<file path="src/rtl/pcs_10g_pkg.sv">
// Shared 10GBASE-R PCS definitions: sync headers, scrambler polynomial taps,
// LFSR seed, BER monitor state encoding and the 64-bit descramble helper.
package pcs_10g_pkg;

  localparam int unsigned BLOCK_W   = 66;
  localparam int unsigned PAYLOAD_W = 64;
  localparam int unsigned SCR_W     = 58;
  localparam int unsigned BER_CNT_W = 6;

  localparam logic [1:0] SH_DATA = 2'b01;
  localparam logic [1:0] SH_CTRL = 2'b10;

  localparam int unsigned SCR_TAP_A = 38;
  localparam int unsigned SCR_TAP_B = 57;

  localparam logic [SCR_W-1:0] SCR_SEED = 58'h3FF_FFFF_FFFF_FFFF;

  typedef enum logic [1:0] {
    BER_INIT = 2'd0,
    BER_TEST = 2'd1,
    BER_HI   = 2'd2
  } ber_state_e;

  typedef struct packed {
    logic [PAYLOAD_W-1:0] payload;
    logic [SCR_W-1:0]     state;
  } descr_res_t;

  function automatic logic sync_hdr_invalid(input logic [1:0] hdr);
    return (hdr != SH_DATA) && (hdr != SH_CTRL);
  endfunction

  // Bit-serial G(x)=1+x^39+x^58, LSB first; the state shifts in received
  // (scrambled) bits, which is what makes it self-synchronizing.
  function automatic descr_res_t descramble(input logic [SCR_W-1:0]     state,
                                            input logic [PAYLOAD_W-1:0] din);
    descr_res_t       r;
    logic [SCR_W-1:0] s;
    r = '0;
    s = state;
    for (int unsigned i = 0; i < PAYLOAD_W; i++) begin
      r.payload[i] = din[i] ^ s[SCR_TAP_A] ^ s[SCR_TAP_B];
      s = {s[SCR_W-2:0], din[i]};
    end
    r.state = s;
    return r;
  endfunction

endpackage

</file>
<file path="src/rtl/pcs_10g_descrambler_if.sv">
// Receive block bus into and out of the descrambler.
interface pcs_10g_descrambler_if;
  import pcs_10g_pkg::*;

  logic [BLOCK_W-1:0] rx_block_in;
  logic               rx_block_valid;
  logic [BLOCK_W-1:0] rx_block_out;
  logic               rx_block_out_valid;
  logic               sync_hdr_err;

  modport master (
    output rx_block_in,
    output rx_block_valid,
    input  rx_block_out,
    input  rx_block_out_valid,
    input  sync_hdr_err
  );

  modport slave (
    input  rx_block_in,
    input  rx_block_valid,
    output rx_block_out,
    output rx_block_out_valid,
    output sync_hdr_err
  );
endinterface

</file>
<file path="src/rtl/pcs_10g_ber_monitor.sv">
// BER monitor: windowed invalid-header count driving hi_ber, plus a
// free-running saturating invalid-header counter.
module pcs_10g_ber_monitor
  import pcs_10g_pkg::*;
#(
  parameter int unsigned BER_WINDOW    = 19531,
  parameter int unsigned HI_BER_THRESH = 16
) (
  input  logic                 clk,
  input  logic                 rst_n,
  input  logic                 hdr_valid,
  input  logic                 hdr_err,
  input  logic                 block_lock,
  input  logic                 ber_count_clr,
  output logic                 hi_ber,
  output logic [BER_CNT_W-1:0] ber_count
);

  localparam int unsigned TIMER_W = $clog2(BER_WINDOW + 1);
  localparam int unsigned ERR_W   = $clog2(HI_BER_THRESH + 1);

  localparam logic [TIMER_W-1:0]   TIMER_LAST  = TIMER_W'(BER_WINDOW - 1);
  localparam logic [ERR_W-1:0]     ERR_MAX     = ERR_W'(HI_BER_THRESH);
  localparam logic [BER_CNT_W-1:0] BER_CNT_MAX = '1;

  ber_state_e         state;
  logic [TIMER_W-1:0] timer;
  logic [ERR_W-1:0]   err_cnt;
  logic [ERR_W-1:0]   err_cnt_nxt;
  logic               count_err;

  always_comb begin
    count_err   = hdr_valid && hdr_err;
    err_cnt_nxt = err_cnt;
    if (count_err && (err_cnt != ERR_MAX)) begin
      err_cnt_nxt = err_cnt + ERR_W'(1);
    end
  end

  // The expiring block's header is folded into err_cnt_nxt before the
  // window verdict, so a threshold hit on the last block still counts.
  always_ff @(posedge clk or negedge rst_n) begin
    if (!rst_n) begin
      state   <= BER_INIT;
      timer   <= '0;
      err_cnt <= '0;
      hi_ber  <= 1'b0;
    end else if (!block_lock) begin
      state   <= BER_INIT;
      timer   <= '0;
      err_cnt <= '0;
      hi_ber  <= 1'b0;
    end else begin
      case (state)
        BER_INIT: begin
          state <= BER_TEST;
        end
        BER_TEST, BER_HI: begin
          if (hdr_valid) begin
            if (timer == TIMER_LAST) begin
              timer   <= '0;
              err_cnt <= '0;
              if (err_cnt_nxt == ERR_MAX) begin
                state  <= BER_HI;
                hi_ber <= 1'b1;
              end else begin
                state  <= BER_TEST;
                hi_ber <= 1'b0;
              end
            end else begin
              timer   <= timer + TIMER_W'(1);
              err_cnt <= err_cnt_nxt;
              if (err_cnt_nxt == ERR_MAX) begin
                state  <= BER_HI;
                hi_ber <= 1'b1;
              end
            end
          end
        end
        default: begin
          state  <= BER_INIT;
          hi_ber <= 1'b0;
        end
      endcase
    end
  end

  // Lifetime count ignores window expiry and survives loss of lock.
  always_ff @(posedge clk or negedge rst_n) begin
    if (!rst_n) begin
      ber_count <= '0;
    end else if (ber_count_clr) begin
      ber_count <= (block_lock && count_err) ? BER_CNT_W'(1) : '0;
    end else if (block_lock && count_err && (ber_count != BER_CNT_MAX)) begin
      ber_count <= ber_count + BER_CNT_W'(1);
    end
  end

endmodule

</file>
<file path="src/rtl/pcs_10g_descrambler.sv">
// 10GBASE-R receive descrambler with one-cycle registered datapath and
// BER monitoring of the incoming sync headers.
module pcs_10g_descrambler
  import pcs_10g_pkg::*;
#(
  parameter int unsigned BER_WINDOW    = 19531,
  parameter int unsigned HI_BER_THRESH = 16
) (
  input  logic                  clk,
  input  logic                  rst_n,
  pcs_10g_descrambler_if.slave  rx_if,
  input  logic                  block_lock,
  input  logic                  ber_count_clr,
  output logic                  hi_ber,
  output logic [BER_CNT_W-1:0]  ber_count
);

  logic [SCR_W-1:0]   scr_state;
  logic [BLOCK_W-1:0] blk_q;
  logic               vld_q;
  logic               err_q;
  descr_res_t         dres;
  logic [1:0]         hdr;
  logic               hdr_err;

  always_comb begin
    hdr     = rx_if.rx_block_in[BLOCK_W-1:PAYLOAD_W];
    hdr_err = sync_hdr_invalid(hdr);
    dres    = descramble(scr_state, rx_if.rx_block_in[PAYLOAD_W-1:0]);
  end

  always_ff @(posedge clk or negedge rst_n) begin
    if (!rst_n) begin
      scr_state <= SCR_SEED;
      blk_q     <= '0;
      vld_q     <= 1'b0;
      err_q     <= 1'b0;
    end else begin
      vld_q <= rx_if.rx_block_valid;
      if (rx_if.rx_block_valid) begin
        scr_state <= dres.state;
        blk_q     <= {hdr, dres.payload};
        err_q     <= hdr_err;
      end
    end
  end

  assign rx_if.rx_block_out       = blk_q;
  assign rx_if.rx_block_out_valid = vld_q;
  assign rx_if.sync_hdr_err       = err_q;

  pcs_10g_ber_monitor #(
    .BER_WINDOW    (BER_WINDOW),
    .HI_BER_THRESH (HI_BER_THRESH)
  ) u_ber_monitor (
    .clk           (clk),
    .rst_n         (rst_n),
    .hdr_valid     (rx_if.rx_block_valid),
    .hdr_err       (hdr_err),
    .block_lock    (block_lock),
    .ber_count_clr (ber_count_clr),
    .hi_ber        (hi_ber),
    .ber_count     (ber_count)
  );

endmodule

</file>
<file path="src/flat_wrapper.sv">
// flat-port wrapper written by rule: the top's interface ports become plain ports
module pcs_10g_descrambler_flat import pcs_10g_pkg::*;
#(
  parameter int unsigned BER_WINDOW    = 19531,
  parameter int unsigned HI_BER_THRESH = 16
)
  (clk, rst_n, block_lock, ber_count_clr, hi_ber, ber_count, rx_if_rx_block_in, rx_if_rx_block_valid, rx_if_rx_block_out, rx_if_rx_block_out_valid, rx_if_sync_hdr_err);
  pcs_10g_descrambler_if rx_if_i ();
  input  logic clk;
  input  logic rst_n;
  input  logic block_lock;
  input  logic ber_count_clr;
  output logic hi_ber;
  output logic [BER_CNT_W-1:0] ber_count;
  input wire logic [$bits(rx_if_i.rx_block_in)-1:0] rx_if_rx_block_in;
  input wire logic [$bits(rx_if_i.rx_block_valid)-1:0] rx_if_rx_block_valid;
  output wire logic [$bits(rx_if_i.rx_block_out)-1:0] rx_if_rx_block_out;
  output wire logic [$bits(rx_if_i.rx_block_out_valid)-1:0] rx_if_rx_block_out_valid;
  output wire logic [$bits(rx_if_i.sync_hdr_err)-1:0] rx_if_sync_hdr_err;
  assign rx_if_i.rx_block_in = rx_if_rx_block_in;
  assign rx_if_i.rx_block_valid = rx_if_rx_block_valid;
  assign rx_if_rx_block_out = rx_if_i.rx_block_out;
  assign rx_if_rx_block_out_valid = rx_if_i.rx_block_out_valid;
  assign rx_if_sync_hdr_err = rx_if_i.sync_hdr_err;
  pcs_10g_descrambler #(.BER_WINDOW(BER_WINDOW), .HI_BER_THRESH(HI_BER_THRESH)) u_core (.clk(clk), .rst_n(rst_n), .rx_if(rx_if_i), .block_lock(block_lock), .ber_count_clr(ber_count_clr), .hi_ber(hi_ber), .ber_count(ber_count));
endmodule
</file>
<file path="config.mk">
export PLATFORM = sky130hd
export DESIGN_NAME = pcs_10g_descrambler_flat
export DESIGN_NICKNAME = d
export VERILOG_FILES = /design/src/rtl/pcs_10g_pkg.sv /design/src/rtl/pcs_10g_descrambler_if.sv /design/src/rtl/pcs_10g_ber_monitor.sv /design/src/rtl/pcs_10g_descrambler.sv /design/src/flat_wrapper.sv
export SDC_FILE = /design/constraint.sdc
export NUM_CORES = 1
export LEC_CHECK = 0
export ABC_AREA = 0
export CAP_MARGIN = 25
export CORE_MARGIN = 3
export CORE_UTILIZATION = 45
export DETAILED_ROUTE_END_ITERATION = 7
export PLACE_DENSITY_LB_ADDON = 0.3
export SLEW_MARGIN = 10
export SYNTH_ARGS = -nofsm -noshare
export SYNTH_HDL_FRONTEND = slang
export SYNTH_SLANG_ARGS = --single-unit
</file>
<file path="constraint.sdc">
create_clock -name clk -period 2.3 [get_ports clk]
set_input_delay 0.46 -clock clk [delete_from_list [all_inputs] [get_ports clk]]
set_output_delay 0.46 -clock clk [all_outputs]
set_load 0.01 [all_outputs]
</file>
== Word level (Yosys, flattened, before mapping) ==
Cells that the tools add are included.
Operators by class
  eq/ne operators: 13
  bitwise logic cells: 128
  add/sub/neg operators: 3
  mux-type cells: 24
  reductions and logical operators: 11
Operators by type and width (number)
  $xor A1 B1 Y1: 128
  $mux W15: 4
  $mux W5: 5
  $add A15 B1 Y15 const B: 1
  $eq A15 B15 Y1 const B: 1
  $mux W6: 2
  $mux W2: 5
  $add A6 B1 Y6 const B: 1
  $mux W1: 6
  $ne A2 B1 Y1 const B: 3
  $ne A6 B6 Y1 const B: 1
  $add A5 B1 Y5 const B: 1
  $eq A5 B5 Y1 const B: 1
  $logic_and A1 B1 Y1: 5
  $ne A5 B5 Y1 const B: 1
  $ne A2 B2 Y1 const B: 2
  $ne A4 B4 Y1 const B: 1
  $pmux W2 S2: 1
  $reduce_and A2 Y1: 2
  $ne A3 B3 Y1 const B: 1
  $reduce_and A3 Y1: 1
  $eq A2 B1 Y1 const B: 1
  $eq A2 B2 Y1 const B: 1
  $logic_not A2 Y1: 1
  other kinds (3): 3
Word-level totals
  logic and storage cells: 188
  bits of input ports: 71
  flip-flop bits (word level): 155
  output and inout port bits: 75

== Longest topological paths before layout ==
  depth in word-level cells: 11
  gate-level depth with buffers: 9
  mapped depth without buffers: 8

== By module ==
Synthesis repeated with hierarchy kept, for this count alone.
Unflattened totals
  cell total of the unflattened synthesis: 503
  area total of the unflattened synthesis: 8117.8 µm²
By module, submodules not included
  pcs_10g_descrambler: area each 6465.0 µm², cells each 330, instances 1, seq. area each 3225.6 µm²
  pcs_10g_ber_monitor: area each 1652.8 µm², cells each 173, instances 1, seq. area each 725.7 µm²

== Worst setup path after synthesis ==
Ideal clock, no wire load.
  path kind: reg-to-reg
  start: register u_core.u_ber_monitor.timer[0]
  end: register u_core.u_ber_monitor.err_cnt[2]
  path buffers: 1
  clock period less this slack: 1.834 ns
  slack: 0.466 ns
  stages on the path, launching flop included: 10
  data required time: 2.224 ns
  arrival: 1.758 ns
  library setup time: 0.076 ns
  cell sequence: dfrtp_1 inv_1 ha_1 and4b_1 and4_1 or3_1 buf_6 nor2b_4 nand2_1 o21ai_1
Between the ends
  longest elaborated chain between the ends: 5
Ends and longest elaborated chain
  start, declared: line pcs_10g_ber_monitor.sv:27  | logic [TIMER_W-1:0] timer;
  start signal, assigned: line pcs_10g_ber_monitor.sv:71  | timer <= timer + TIMER_W'(1);
  $eq A15 B15 Y1: line pcs_10g_ber_monitor.sv:60  | if (timer == TIMER_LAST) begin
  $mux W5: line pcs_10g_ber_monitor.sv:60
  $mux W5: line pcs_10g_ber_monitor.sv:59  | if (hdr_valid) begin
  $mux W5: line pcs_10g_ber_monitor.sv:54  | case (state)
  $mux W5: line pcs_10g_ber_monitor.sv:48  | end else if (!block_lock) begin
  end signal, assigned: line pcs_10g_ber_monitor.sv:72  | err_cnt <= err_cnt_nxt;
  end, declared: line pcs_10g_ber_monitor.sv:28  | logic [ERR_W-1:0] err_cnt;
Every way passes these cells. The select of a mux whose other input is x is not followed.
A chain may end at the register's enable or synchronous reset.

== Worst setup path after layout ==
Ends and elaborated chain as after synthesis.

==> out/metrics.json <==
{
  "power.clock.fraction_pct": 33.8,
  "viasPerCell": 5.09,
  "worst-setup-path-type": "flip-flop to flip-flop",
  "muxShareOfSynthArea_pct": 18.9,
  "detail_placement_hpwl_um": 11500,
  "timing.final.ws_setup_ns": 0.183,
  "slowest_cell_on_the_critical_path": "sky130_fd_sc_hd__or3_1",
  "initialDrtViolationCount": 354,
  "power.switching_fraction_pct": 25.8,
  "port_buffers": 145,
  "grt_max_degree": 67,
  "asyncSetResetFlopFracSynth_pct": 100,
  "synthCells": 577,
  "starting_density_of_the_core_pct": 46.6,
  "tritoncts_clock_tree": "yes",
  "dieHeight_um": 135,
  "power.share.combinational_pct": 24.5,
  "via_count_of_the_first_global_routing_pass": 5157,
  "timing.critical_path.cells": "inv_1 -> ha_1 -> and4b_1 -> and4_1 -> or3_1 -> nor2b_4 -> nand2_1 -> o21ai_1",
  "ios": 146,
  "syn_area_um2": 7500,
  "slew_headroom_pct": 51.8,
  "timing.final.hold_violations": 0,
  "outcome": "finished clean",
  "antenna_found_initial": 0,
  "post-route-period-util_pct": 92.0,
  "max-vdd-ir-drop_mv": 0.531,
  "place.gp.congestion": 0.803,
  "synth_edf_count": 0,
  "worstMarginPinSlew_ns": 0.722,
  "power_report.internal_total_mw": 6.28,
  "final_cell_area_um2": 9870,
  "finalNetCount": 812,
  "area_of_the_die_um2": 18300,
  "cts_buffers": 17,
  "grt_pass1_wl_um": 26400,
  "cts_hold_buf": 1,
  "drc": 0,
  "clock_latency_ns": 0.42,
  "worst_setup_ep_type": "flip-flop",
  "wire_per_inst_um": 16.3,
  "p_sw_mw": 2.19,
  "synth-seq-area-share_pct": 52.7,
  "sequentialPowerShare_pct": 41.7,
  "synth_top_family_by_area": "multiplexers",
  "buffers_inserted_during_post_cts_setup_optimization": 0,
  "die-width_um": 135,
  "grt_use_total_pct": 18.0,
  "slew_viol_final": 0,
  "power_density_nw_per_um2": 858,
  "clock-skew-final_ns": 0.00629,
  "preCtsSetupSlack_ns": -0.123,
  "vias": 4905,
  "p_leak_nw": 3.80,
  "post_synth_and_or_nand_nor_area_fraction_pct": 5.87,
  "final.min_clock_period_ns": 2.12,
  "placement.cell_area_um2": 9250,
  "synth_xor_area_share_pct": 16.7,
  "global_route_total_overflow": 0,
  "clockRootBuffer": "sky130_fd_sc_hd__clkbuf_16",
  "worst_setup_path_start_kind": "flip-flop",
  "cts_htree_levels": 4,
  "average_size_of_a_mapped_cell_um2": 13.0,
  "setup-violations-final": 0,
  "cp.arrival_ns": 2.46,
  "cp_max_fo": 9,
  "yosysUniqueCellTypes": 50,
  "antennaDiodeCount": 0,
  "synth_ff_type": "sky130_fd_sc_hd__dfrtp_1",
  "drv.max_cap_violation_count": 0,
  "cts_num_sinks": 155,
  "clkSlewWorstSetupHoldPaths_ns": 0.06,
  "synth_seq_cells": 155,
  "drt_pass1_iterations": 4,
  "grt_setup_unrepaired": "no",
  "clock.fmax_mhz": 472,
  "layout-area-overhead-vs-synth_pct": 31.5,
  "hold_class": "input pin to flip-flop",
  "synth.yosys.warnings": 0,
  "synthesized_area_fraction_occupied_by_ao_oa_aoi_and_oai_cells_pct": 2.98,
  "share_of_synthesized_cell_area_in_full_adder_half_adder_and_majority_cells_pct": 1.17,
  "cts_repair_resized_insts": 0,
  "max_stage_delay_ns": 0.53,
  "postSynthNetCount": 655,
  "cp.required_ns": 2.64,
  "routed_wl_um": 15700,
  "design.core.area_um2": 16100,
  "clk_path_buf_depth": 2,
  "row_count": 46,
  "final_layout_size_suffix_gt1_share_pct": 31.2,
  "drt.antenna.violating_nets": 0
}
synth_stat cells (2+ instances only):
library cell                 n  area share (%)
sky130_fd_sc_hd__a21o_1      2            0.20
sky130_fd_sc_hd__a21oi_1     6            0.40
sky130_fd_sc_hd__a22o_1      2            0.23
sky130_fd_sc_hd__and2_1      3            0.25
sky130_fd_sc_hd__and4_1      2            0.23
sky130_fd_sc_hd__buf_1       7            0.35
sky130_fd_sc_hd__buf_2       9            0.60
sky130_fd_sc_hd__dfrtp_1    97              32
sky130_fd_sc_hd__dfstp_2    58              20
sky130_fd_sc_hd__ha_1        7             1.2
sky130_fd_sc_hd__inv_1      10            0.50
sky130_fd_sc_hd__mux2_2    124              19
sky130_fd_sc_hd__mux2i_1     2            0.27
sky130_fd_sc_hd__nand2_1    16            0.80
sky130_fd_sc_hd__nand3_1    12            0.80
sky130_fd_sc_hd__nand3b_1    3            0.30
sky130_fd_sc_hd__nand4_1     5            0.42
sky130_fd_sc_hd__nor2_1     23             1.2
sky130_fd_sc_hd__nor3_1      4            0.27
sky130_fd_sc_hd__nor4_1      2            0.17
sky130_fd_sc_hd__o21ai_0     9            0.60
sky130_fd_sc_hd__o21ai_1     2            0.13
sky130_fd_sc_hd__or3_1       4            0.33
sky130_fd_sc_hd__xnor2_1   133              16
sky130_fd_sc_hd__xor2_1     10             1.2
power by group through the flow:
stage               logic [mW]  clock network (mW)  registers (mW)
detailed placement        2.10                   0            3.59
CTS                       2.11                2.95            3.54
floorplan                0.902                   0            3.68
finish                    2.08                2.86            3.53
global placement          2.06                   0            3.56
global route              2.25                3.06            3.60
worst max-delay path, delay by kind of cell (launching register included):
kind / cells / cell delay (ns)
adders and majority gates: 1 / 0.19
AOI/OAI and AO/OA: 1 / 0.12
buffers and inverters: 1 / 0.06
DFF: 1 / 0.41
and+or+nand+nor: 5 / 1.26
layout by cell type, fill, tap and decap left out, types with 3 or more instances in the layout:
cell type / instances
sky130_fd_sc_hd__and2_1: 3
sky130_fd_sc_hd__o21ai_0: 9
sky130_fd_sc_hd__ha_1: 7
sky130_fd_sc_hd__or3_1: 4
sky130_fd_sc_hd__xor2_1: 10
sky130_fd_sc_hd__nor3_1: 4
sky130_fd_sc_hd__buf_4: 9
sky130_fd_sc_hd__dfrtp_1: 97
sky130_fd_sc_hd__nand4_1: 5
sky130_fd_sc_hd__buf_12: 3
sky130_fd_sc_hd__clkdlybuf4s50_1: 143
sky130_fd_sc_hd__clkinv_4: 3
sky130_fd_sc_hd__mux2_2: 124
sky130_fd_sc_hd__clkbuf_16: 17
sky130_fd_sc_hd__nand3b_1: 3
sky130_fd_sc_hd__a21oi_1: 6
sky130_fd_sc_hd__dfstp_2: 58
sky130_fd_sc_hd__inv_1: 10
sky130_fd_sc_hd__clkinvlp_4: 3
sky130_fd_sc_hd__bufinv_16: 3
sky130_fd_sc_hd__nor2_1: 23
sky130_fd_sc_hd__xnor2_1: 133
sky130_fd_sc_hd__nand3_1: 12
sky130_fd_sc_hd__nand2_1: 16
layer usage:
| layer | global-route usage (%) | vias to the layer above | part of all wire, % |
|---|---|---|---|
| li1 | - | 2298 | - |
| met1 | 24.4 | 2440 | 45 |
| met2 | 29.3 | 143 | 49 |
| met3 | 3.75 | 24 | 4.4 |
| met4 | 5.49 | 0 | 1.7 |
| met5 | 0 | - | 0 |
flip-flops by register name, summed over array words and instances, names as in the netlist:
signal,cells
u_core.u_ber_monitor.ber_count,6
u_core.rx_if.rx_block_out,66
u_core.scr_state,58
u_core.u_ber_monitor.timer,15
u_core.u_ber_monitor.hi_ber,1
u_core.rx_if.sync_hdr_err,1
u_core.u_ber_monitor.err_cnt,5
u_core.u_ber_monitor.state,2
u_core.rx_if.rx_block_out_valid,1
through the flow:
stage | cells | total power [mW] | setup TNS (ns) | hold WS [ns] | util (%)
CTS | 963 | 8.60 | 0 | 0.259 | 61.2
floorplan | 577 | 4.58 | 0 | 0.164 | -
global route | 963 | 8.91 | 0 | 0.267 | 61.2
detailed placement | 930 | 5.69 | -0.345 | 0.360 | 57.4
global placement | 930 | 5.62 | -0.00299 | 0.357 | 57.4
finish | 963 | 8.47 | 0 | 0.278 | 61.2
area by class of cell:
class / instances / area [µm²]
fillers: 1284 / 6250
multi-input cells: 393 / 3420
well taps: 216 / 270
clock inverters: 13 / 166
clock buffers: 19 / 443
flip-flops and latches: 155 / 3950
repair buffers: 157 / 1580
inverters: 10 / 37.5
kinds of logic after synthesis:
logic type | after synthesis
AO/OA/AOI/OAI | 33
adder cells (fa/ha/maj) | 7
flip-flops | 155
multiplexers | 126
XOR/XNOR | 143
AND/OR/NAND/NOR | 84
buffers and inverters | 29
path summary, 6_finish.rpt:
| check | end | from | cells past startpoint | slack (ns) |
|---|---|---|---|---|
| worst max register to register | u_core.u_ber_monitor.err_cnt[2] | u_core.u_ber_monitor.timer[0] | 8 | 0.18 |
| worst max-delay path | u_core.u_ber_monitor.err_cnt[2] | u_core.u_ber_monitor.timer[0] | 8 | 0.18 |
| min in group asynchronous | u_core.rx_if.rx_block_out[36] | rst_n | 2 | 0.49 |
| worst min register to register | u_core.rx_if.sync_hdr_err | u_core.rx_if.sync_hdr_err | 1 | 0.50 |
| max in group asynchronous | u_core.scr_state[25] | rst_n | 3 | 1.08 |
| worst min-delay path | u_core.rx_if.rx_block_out_valid | rx_if_rx_block_valid | 1 | 0.28 |
Note: power is estimated with default switching activity, not from simulation.
